## config.mk

```make
export PLATFORM = sky130hd
export DESIGN_NAME = uart_transmitter_flat
export DESIGN_NICKNAME = d
export VERILOG_FILES = /design/src/rtl/uart_transmitter_if.sv /design/src/rtl/uart_transmitter.sv /design/src/flat_wrapper.sv
export SDC_FILE = /design/constraint.sdc
export NUM_CORES = 1
export LEC_CHECK = 0
export BUFFER_PORTS_ARGS = -buffer_cell sky130_fd_sc_hd__buf_2
export CAP_MARGIN = 25
export CORE_MARGIN = 5
export CORE_UTILIZATION = 45
export DETAILED_ROUTE_END_ITERATION = 16
export MAX_ROUTING_LAYER = met4
export SYNTH_ARGS = -nofsm -noshare
export SYNTH_HDL_FRONTEND = slang
export SYNTH_SLANG_ARGS = --single-unit
```

## constraint.sdc

```tcl
create_clock -name sysclk -period 2.3 [get_ports sysclk]
set_clock_uncertainty 0.15 [all_clocks]
set_input_delay 0.575 -clock sysclk [delete_from_list [all_inputs] [get_ports sysclk]]
set_output_delay 0.575 -clock sysclk [all_outputs]
set_load 0.1 [all_outputs]
```

## src/rtl/uart_transmitter_if.sv

```systemverilog
// Byte-write / serial-line bundle for uart_transmitter.
//   TX_DATA   : byte to transmit, sampled on an accepted TX_EN
//   TX_EN     : write strobe, one byte per high cycle while TX_STATUS=1
//   TX_STATUS : 1 = holding register empty (registered)
//   TX_BUSY   : 1 = a frame is on the line (registered)
//   UART_TX   : serial line, idles high (registered)
// master = CPU-side writer, slave = transmitter.
interface uart_transmitter_if;
    logic [7:0] TX_DATA;
    logic       TX_EN;
    logic       TX_STATUS;
    logic       TX_BUSY;
    logic       UART_TX;

    modport master (
        output TX_DATA,
        output TX_EN,
        input  TX_STATUS,
        input  TX_BUSY,
        input  UART_TX
    );

    modport slave (
        input  TX_DATA,
        input  TX_EN,
        output TX_STATUS,
        output TX_BUSY,
        output UART_TX
    );
endinterface

```

## src/rtl/uart_transmitter.sv

```systemverilog
// UART transmitter: serialises bytes as 8N1 frames (start, 8 data LSB first,
// stop) with a single-entry holding register so back-to-back frames leave no
// idle gap. Bit timing is derived from sysclk: DIV = CLK_FREQ / BAUD_RATE
// cycles per bit (DIV must be >= 2).
// Optional build macro UART_TX_PARITY_EN inserts an even-parity bit between
// the last data bit and the stop bit (frame grows to 11 bit periods).
// Ports:
//   sysclk : system clock, rising edge
//   reset  : asynchronous active-low reset
//   tx_if  : slave side of uart_transmitter_if (TX_DATA, TX_EN in;
//            TX_STATUS, TX_BUSY, UART_TX out, all outputs registered)
module uart_transmitter #(
    parameter int unsigned CLK_FREQ  = 100000000,
    parameter int unsigned BAUD_RATE = 9600
) (
    input  logic               sysclk,
    input  logic               reset,
    uart_transmitter_if.slave  tx_if
);

    localparam int unsigned DIV   = CLK_FREQ / BAUD_RATE;
    localparam int unsigned CNT_W = $clog2(DIV);
    localparam int unsigned BIT_W = 3;
    localparam logic [CNT_W-1:0] CNT_LAST = CNT_W'(DIV - 1);
    localparam logic [BIT_W-1:0] BIT_LAST = BIT_W'(7);

    typedef enum logic [2:0] {
        S_IDLE,
        S_START,
        S_DATA,
`ifdef UART_TX_PARITY_EN
        S_PARITY,
`endif
        S_STOP
    } state_t;

    state_t           state_q,     state_d;
    logic [CNT_W-1:0] cnt_q,       cnt_d;
    logic [BIT_W-1:0] bit_idx_q,   bit_idx_d;
    logic [7:0]       shift_q,     shift_d;
    logic [7:0]       hold_q,      hold_d;
    logic             hold_full_q, hold_full_d;
    logic             status_q,    status_d;
    logic             busy_q,      busy_d;
    logic             tx_q,        tx_d;
`ifdef UART_TX_PARITY_EN
    logic             parity_q,    parity_d;
`endif

    logic accept;
    logic bit_end;
    logic load;

    // Next-state, datapath and registered-output computation.
    always_comb begin
        state_d     = state_q;
        cnt_d       = cnt_q;
        bit_idx_d   = bit_idx_q;
        shift_d     = shift_q;
        hold_d      = hold_q;
        hold_full_d = hold_full_q;
        status_d    = status_q;
        busy_d      = busy_q;
        tx_d        = tx_q;
`ifdef UART_TX_PARITY_EN
        parity_d    = parity_q;
`endif
        load        = 1'b0;
        accept      = tx_if.TX_EN && status_q;
        bit_end     = (cnt_q == CNT_LAST);

        unique case (state_q)
            S_IDLE: begin
                if (hold_full_q) begin
                    load    = 1'b1;
                    state_d = S_START;
                end
            end
            S_START: begin
                if (bit_end) begin
                    state_d   = S_DATA;
                    bit_idx_d = '0;
                end
            end
            S_DATA: begin
                if (bit_end) begin
                    shift_d   = {1'b0, shift_q[7:1]};
                    bit_idx_d = bit_idx_q + BIT_W'(1);
                    if (bit_idx_q == BIT_LAST) begin
`ifdef UART_TX_PARITY_EN
                        state_d = S_PARITY;
`else
                        state_d = S_STOP;
`endif
                    end
                end
            end
`ifdef UART_TX_PARITY_EN
            S_PARITY: begin
                if (bit_end) begin
                    state_d = S_STOP;
                end
            end
`endif
            S_STOP: begin
                if (bit_end) begin
                    // A queued byte starts its frame on the very next cycle.
                    if (hold_full_q) begin
                        load    = 1'b1;
                        state_d = S_START;
                    end else begin
                        state_d = S_IDLE;
                    end
                end
            end
            default: begin
                state_d = S_IDLE;
            end
        endcase

        // Holding -> shift transfer; parity is frozen with the byte.
        if (load) begin
            shift_d     = hold_q;
            hold_full_d = 1'b0;
`ifdef UART_TX_PARITY_EN
            parity_d    = ^hold_q;
`endif
        end

        // A load needs hold_full_q=1, which keeps status_q=0, so accept and
        // load can never fall on the same edge.
        if (accept) begin
            hold_d      = tx_if.TX_DATA;
            hold_full_d = 1'b1;
        end

        // Status drops right after an accept but only rises one cycle after
        // the holding register was seen empty.
        status_d = accept ? 1'b0 : !hold_full_q;

        // Counter restarts on every state entry and at each bit-period end.
        if ((state_d != state_q) || bit_end || (state_q == S_IDLE)) begin
            cnt_d = '0;
        end else begin
            cnt_d = cnt_q + CNT_W'(1);
        end

        // Line level for the cycle after this edge follows the next state.
        unique case (state_d)
            S_START:  tx_d = 1'b0;
            S_DATA:   tx_d = shift_d[0];
`ifdef UART_TX_PARITY_EN
            S_PARITY: tx_d = parity_d;
`endif
            default:  tx_d = 1'b1;
        endcase

        busy_d = (state_d != S_IDLE);
    end

    // State and output registers; reset forces the line high immediately.
    always_ff @(posedge sysclk or negedge reset) begin
        if (!reset) begin
            state_q     <= S_IDLE;
            cnt_q       <= '0;
            bit_idx_q   <= '0;
            shift_q     <= '0;
            hold_q      <= '0;
            hold_full_q <= 1'b0;
            status_q    <= 1'b1;
            busy_q      <= 1'b0;
            tx_q        <= 1'b1;
`ifdef UART_TX_PARITY_EN
            parity_q    <= 1'b0;
`endif
        end else begin
            state_q     <= state_d;
            cnt_q       <= cnt_d;
            bit_idx_q   <= bit_idx_d;
            shift_q     <= shift_d;
            hold_q      <= hold_d;
            hold_full_q <= hold_full_d;
            status_q    <= status_d;
            busy_q      <= busy_d;
            tx_q        <= tx_d;
`ifdef UART_TX_PARITY_EN
            parity_q    <= parity_d;
`endif
        end
    end

    assign tx_if.TX_STATUS = status_q;
    assign tx_if.TX_BUSY   = busy_q;
    assign tx_if.UART_TX   = tx_q;

endmodule

```

## src/flat_wrapper.sv

```systemverilog
// flat-port wrapper written by rule: the top's interface ports become plain ports
module uart_transmitter_flat 
#(
    parameter int unsigned CLK_FREQ  = 100000000,
    parameter int unsigned BAUD_RATE = 9600
)
  (sysclk, reset, tx_if_TX_DATA, tx_if_TX_EN, tx_if_TX_STATUS, tx_if_TX_BUSY, tx_if_UART_TX);
  uart_transmitter_if tx_if_i ();
  input  logic sysclk;
  input  logic reset;
  input wire logic [$bits(tx_if_i.TX_DATA)-1:0] tx_if_TX_DATA;
  input wire logic [$bits(tx_if_i.TX_EN)-1:0] tx_if_TX_EN;
  output wire logic [$bits(tx_if_i.TX_STATUS)-1:0] tx_if_TX_STATUS;
  output wire logic [$bits(tx_if_i.TX_BUSY)-1:0] tx_if_TX_BUSY;
  output wire logic [$bits(tx_if_i.UART_TX)-1:0] tx_if_UART_TX;
  assign tx_if_i.TX_DATA = tx_if_TX_DATA;
  assign tx_if_i.TX_EN = tx_if_TX_EN;
  assign tx_if_TX_STATUS = tx_if_i.TX_STATUS;
  assign tx_if_TX_BUSY = tx_if_i.TX_BUSY;
  assign tx_if_UART_TX = tx_if_i.UART_TX;
  uart_transmitter #(.CLK_FREQ(CLK_FREQ), .BAUD_RATE(BAUD_RATE)) u_core (.sysclk(sysclk), .reset(reset), .tx_if(tx_if_i));
endmodule
```

# Word-level counts from Yosys, hierarchy flattened
# Cells that the tools add are included.
[word_totals]
register_bits = 40
wordCells = 55
input_bits = 11
output_inout_bits = 3
[op_classes]
eq_ne = 10
n_addsub = 2
n_mux = 21
n_reduce_logical = 12
[ops]
columns = ["cell", "count"]
rows = [
  ["$mux 8", 3],
  ["$mux 3", 7],
  ["$add 14x1->14 const B", 1],
  ["$eq 14x14->1 const B", 1],
  ["$mux 14", 1],
  ["$pmux 3 s4", 1],
  ["$eq 3x2->1 const B", 3],
  ["$reduce_bool 2->1", 4],
  ["$eq 3x1->1 const B", 2],
  ["$mux 1", 6],
  ["$pmux 3 s2", 1],
  ["$ne 2x1->1 const B", 2],
  ["$pmux 1 s2", 2],
  ["$add 3x1->3 const B", 1],
  ["$eq 3x3->1 const B", 1],
  ["$logic_not 3->1", 1],
  ["$ne 3x3->1", 1],
  ["$reduce_and 3->1", 1],
  ["$reduce_bool 3->1", 1],
  ["$logic_or 1x1->1", 2],
  ["$reduce_and 2->1", 1],
  ["$logic_and 1x1->1", 1],
  ["$logic_not 1->1", 1],
]

# Longest topological paths before layout
[logic_depth]
depth_word = 8
ltp_mapped = 7

# Least setup slack after synthesis
# OpenSTA, ideal clock, no wires.
[synth_timing]
path_type = "flip-flop to flip-flop"
from = "register u_core.cnt_q[0]"
to = "register u_core.tx_q, in the netlist u_core.tx_if.UART_TX"
n_path_buf = 1
arrival_ns = 1.632
period_less_slack_ns = 1.873
stages_incl_launch_ff = 8
slack_ns = 0.427
setup_ns = 0.090
t_required_ns = 2.060
cell_sequence = "dfrtp_1 -> ha_1 -> and4_4 -> and4_4 -> and2_4 -> buf_6 -> a2111oi_4 -> mux2i_1"
[synth_via]
elab_chain_len = 5
elab_cells_between_ends = 13
cone_classes = "3 x eq/ne; 10 x mux"
[synth_rtl]
columns = ["element", "line", "source"]
rows = [
  ["start: declaration", "uart_transmitter.sv:38", "logic [CNT_W-1:0] cnt_q, cnt_d;"],
  ["start signal: assignment", "uart_transmitter.sv:178", "cnt_q <= cnt_d;"],
  ["$eq 14x14->1 (*)", "uart_transmitter.sv:70", "bit_end = (cnt_q == CNT_LAST);"],
  ["$mux 3 (tied with other cells)", "uart_transmitter.sv:106", "if (bit_end) begin"],
  ["$pmux 3 s4 (tied with other cells)", "uart_transmitter.sv:72", "unique case (state_q)"],
  ["$eq 3x2->1 (tied with other cells)", "uart_transmitter.sv:149", "unique case (state_d)"],
  ["$pmux 1 s2 (*)", "uart_transmitter.sv:149", ""],
  ["net u_core.tx_d", "uart_transmitter.sv:45", "logic tx_q, tx_d;"],
  ["end signal: assignment", "uart_transmitter.sv:185", "tx_q <= tx_d;"],
  ["end: declaration", "uart_transmitter.sv:45", ""],
]
# The timed path passes the listed nets; every way through them passes the cells marked *. The select of a mux whose other input is x is not followed.
# A chain may end at the register's enable or synchronous reset.

# Worst setup path in the final report
# Same ends and word-level chain as after synthesis.

==> results.cfg <==
[sta]
rsz0062_at_grt = no
setup_slack_ns = 0.2273
max_freq_mhz = 482.5
drv_slew = 0
setup_viol = 0
min_period_ns = 2.073
layout_worst_path_cycle_share_pct = 90.12
timing.setup.tns_ns = 0
hold_viol_final = 0

[synth]
synth_common_cells = dfrtp_1 (38), nand2_1 (13), nor2_1 (13), mux2_2 (8)
yosys_warnings = 0
syn_area_per_cell_um2 = 11.58
synth_area_um2 = 1876
yosysMostFrequentCell = dfrtp_1
netlist-cell-type-count = 43
synth_fp_nets = 176
synth.ff_latch_count = 40
yosys-top-cells-area = dfrtp_1 (51%), mux2_2 (4.8%), xor2_1 (3.3%)
ys_seq_area_share_pct = 53.50
yosys.area.top_type = dfrtp_1
synthArstFlopShare_pct = 100.0
synth_edf_count = 0
ys.flop_type = dfrtp_1
synthCells = 162
synth_top_area_share_pct = 50.70

[pwr]
power.density_nw_per_um2 = 1005
clock_power_share_pct = 20.7
p_leak_nw = 0.9514
total_power_w = 0.002090
vdd_ir_drop_max_uv = 654.9
share_seq_of_total_power_pct = 49.7
comb_power_share_pct = 29.5
internal-power_w = 0.001350
power.net_switching_w = 0.0007400
switching_share_pct = 35.41

[floorplanning]
start_util_pct = 46.55
fp.dieW_um = 74.56
die_area_um2 = 5559
rows = 23
die_height_um = 74.56
io_pins = 14
core_um2 = 4029

[layout]
seq_area_um2 = 1003
area_growth_pct = 10.87
fillers = 381
nets = 193
multi_input_area_um2 = 835.8
n_antenna_cell = 0
final_util_pct = 51.61
drive_gt1_share_pct = 23.46

[critical_path]
critPathCaptureType = flop
critPathLaunchType = flop
crit_type = reg2reg
cp.required_ns = 2.37
crit_arrival_ns = 2.14
cp_max_fo = 11

[clock_network]
cts.sinks = 40
cts_buffer_depth = 2
clk_latency_ns = 0.29
cts_buffers = 5
h-tree-depth = 2
clk_pin_slew_ns = 0.07
cts_root_buf = clkbuf_8
cts_tree = done
ctsHoldBuffers = 0

[global_routing]
grt_max_degree = 22
grt_pass1_vias = 1312
grt_first_pass_wirelength_mm = 5.947
grt-ovfl-total = 0
grt_antenna_before_repair = 0
gr-usage-all-layers_pct = 14.56

[routing]
viasPerCell = 5.559
wire_per_inst_um = 15.41
route.antenna.remaining_nets = 0
wl_mm = 3.530
first_pass_iters = 6
num_vias = 1273
drt_first_iter_violations = 39
drc = 0

[outcome]
status = completed

[run]
drv_cap = 0

[placed_design]
portBuffers = 13
hpwl_mm = 2.475
post-place-ws_ns = 0.1708
place_congestion = 0.7743

[min_path]
hp-class = in2async
-- power by group through the flow --
| stage | clock network (W) | registers [W] | logic [W] |
|---|---|---|---|
| floorplan | 0 | 0.00118 | 0.000352 |
| global route | 0.000471 | 0.00106 | 0.000666 |
| detailed placement | 0 | 0.00105 | 0.000620 |
| CTS | 0.000448 | 0.00104 | 0.000621 |
| global placement | 0 | 0.00104 | 0.000604 |
| finish | 0.000433 | 0.00104 | 0.000617 |
-- logic make-up after synthesis --
| group | synth area share (%) |
|---|---|
| buffers and inverters | 2.335 |
| multiplexers | 5.871 |
| other | 0.1999 |
| flip-flops | 53.50 |
| adder cells (fa/ha/maj) | 2.002 |
| AND/OR/NAND/NOR | 17.88 |
| XOR/XNOR | 4.203 |
| AO/OA/AOI/OAI | 14.01 |
-- critical path, cell delays in order (launching register included) --
cell       delay [ns]
dfrtp_1          0.40
ha_1             0.23
and4_4           0.25
nand4_2          0.21
o21ai_4          0.36
buf_4            0.20
a2111oi_4        0.04
mux2i_1          0.16
-- layout by cell type, fill, tap and decap left out, types with 5 or more instances in the layout --
cell,n
a21o_1,7
a21oi_1,7
a22o_1,6
buf_2,13
clkbuf_8,5
dfrtp_1,38
mux2_2,8
nand2_1,13
nor2_1,13
o21ai_0,6
xor2_1,7
-- routing by layer --
| metal | up-vias | track usage [%] | routed length (µm) |
|---|---|---|---|
| li1 | 609 | - | - |
| met1 | 638 | 18.21 | 1697 |
| met2 | 20 | 21.85 | 1642 |
| met3 | 6 | 4.324 | 140 |
| met4 | 0 | 6.324 | 49 |
| met5 | - | - | 0 |
-- worst paths after layout --
path / depth (start not counted) / from / to / slack [ns]
setup / recovery: 7 / u_core.cnt_q[0] / u_core.tx_if.UART_TX / 0.23
hold / removal: 1 / reset / u_core.bit_idx_q[2] / 0.09
setup reg to reg: 7 / u_core.cnt_q[0] / u_core.tx_if.UART_TX / 0.23
hold reg to reg: 1 / u_core.hold_full_q / u_core.tx_if.TX_STATUS / 0.31
max in group asynchronous: 2 / reset / u_core.tx_if.TX_STATUS / 1.36
min in group sysclk: 2 / tx_if_TX_EN / u_core.tx_if.TX_STATUS / 0.28
-- stage by stage --
| step | std cells | hold slack [ns] | area (µm²) |
|---|---|---|---|
| finish | 229 | 0.08566 | 2079 |
| global route | 229 | 0.1216 | 2079 |
| CTS | 229 | 0.1015 | 2072 |
| detailed placement | 222 | 0.3035 | 1994 |
| global placement | 222 | 0.3004 | 1994 |
| floorplan | 162 | 0.1294 | 1876 |
-- layout make-up --
type                            instances  share of cell area [%]
Sequential cell                        40                   48.26
Clock buffer                            6                   3.490
Multi-Input combinational cell        115                   40.19
Tap cell                               50                   3.008
Timing Repair Buffer                   15                   4.452
Clock inverter                          1                  0.2407
Inverter                                2                  0.3610
-- flip-flops by register name (all words and copies together) (netlist names) --
signal,cells
u_core.tx_if.UART_TX,1
u_core.tx_if.TX_STATUS,1
u_core.hold_q,8
u_core.hold_full_q,1
u_core.tx_if.TX_BUSY,1
u_core.shift_q,8
u_core.cnt_q,14
u_core.bit_idx_q,3
u_core.state_q,3
-- repair_timing --
| action | in CTS | in global routing |
|---|---|---|
| setup endpoints to repair | 0 | 7 |
| resized for setup | 0 | 1 |
| endpoints found under the hold margin | 0 | 0 |
| setup buffers | 0 | 0 |
(Power assumes the default switching activity.)
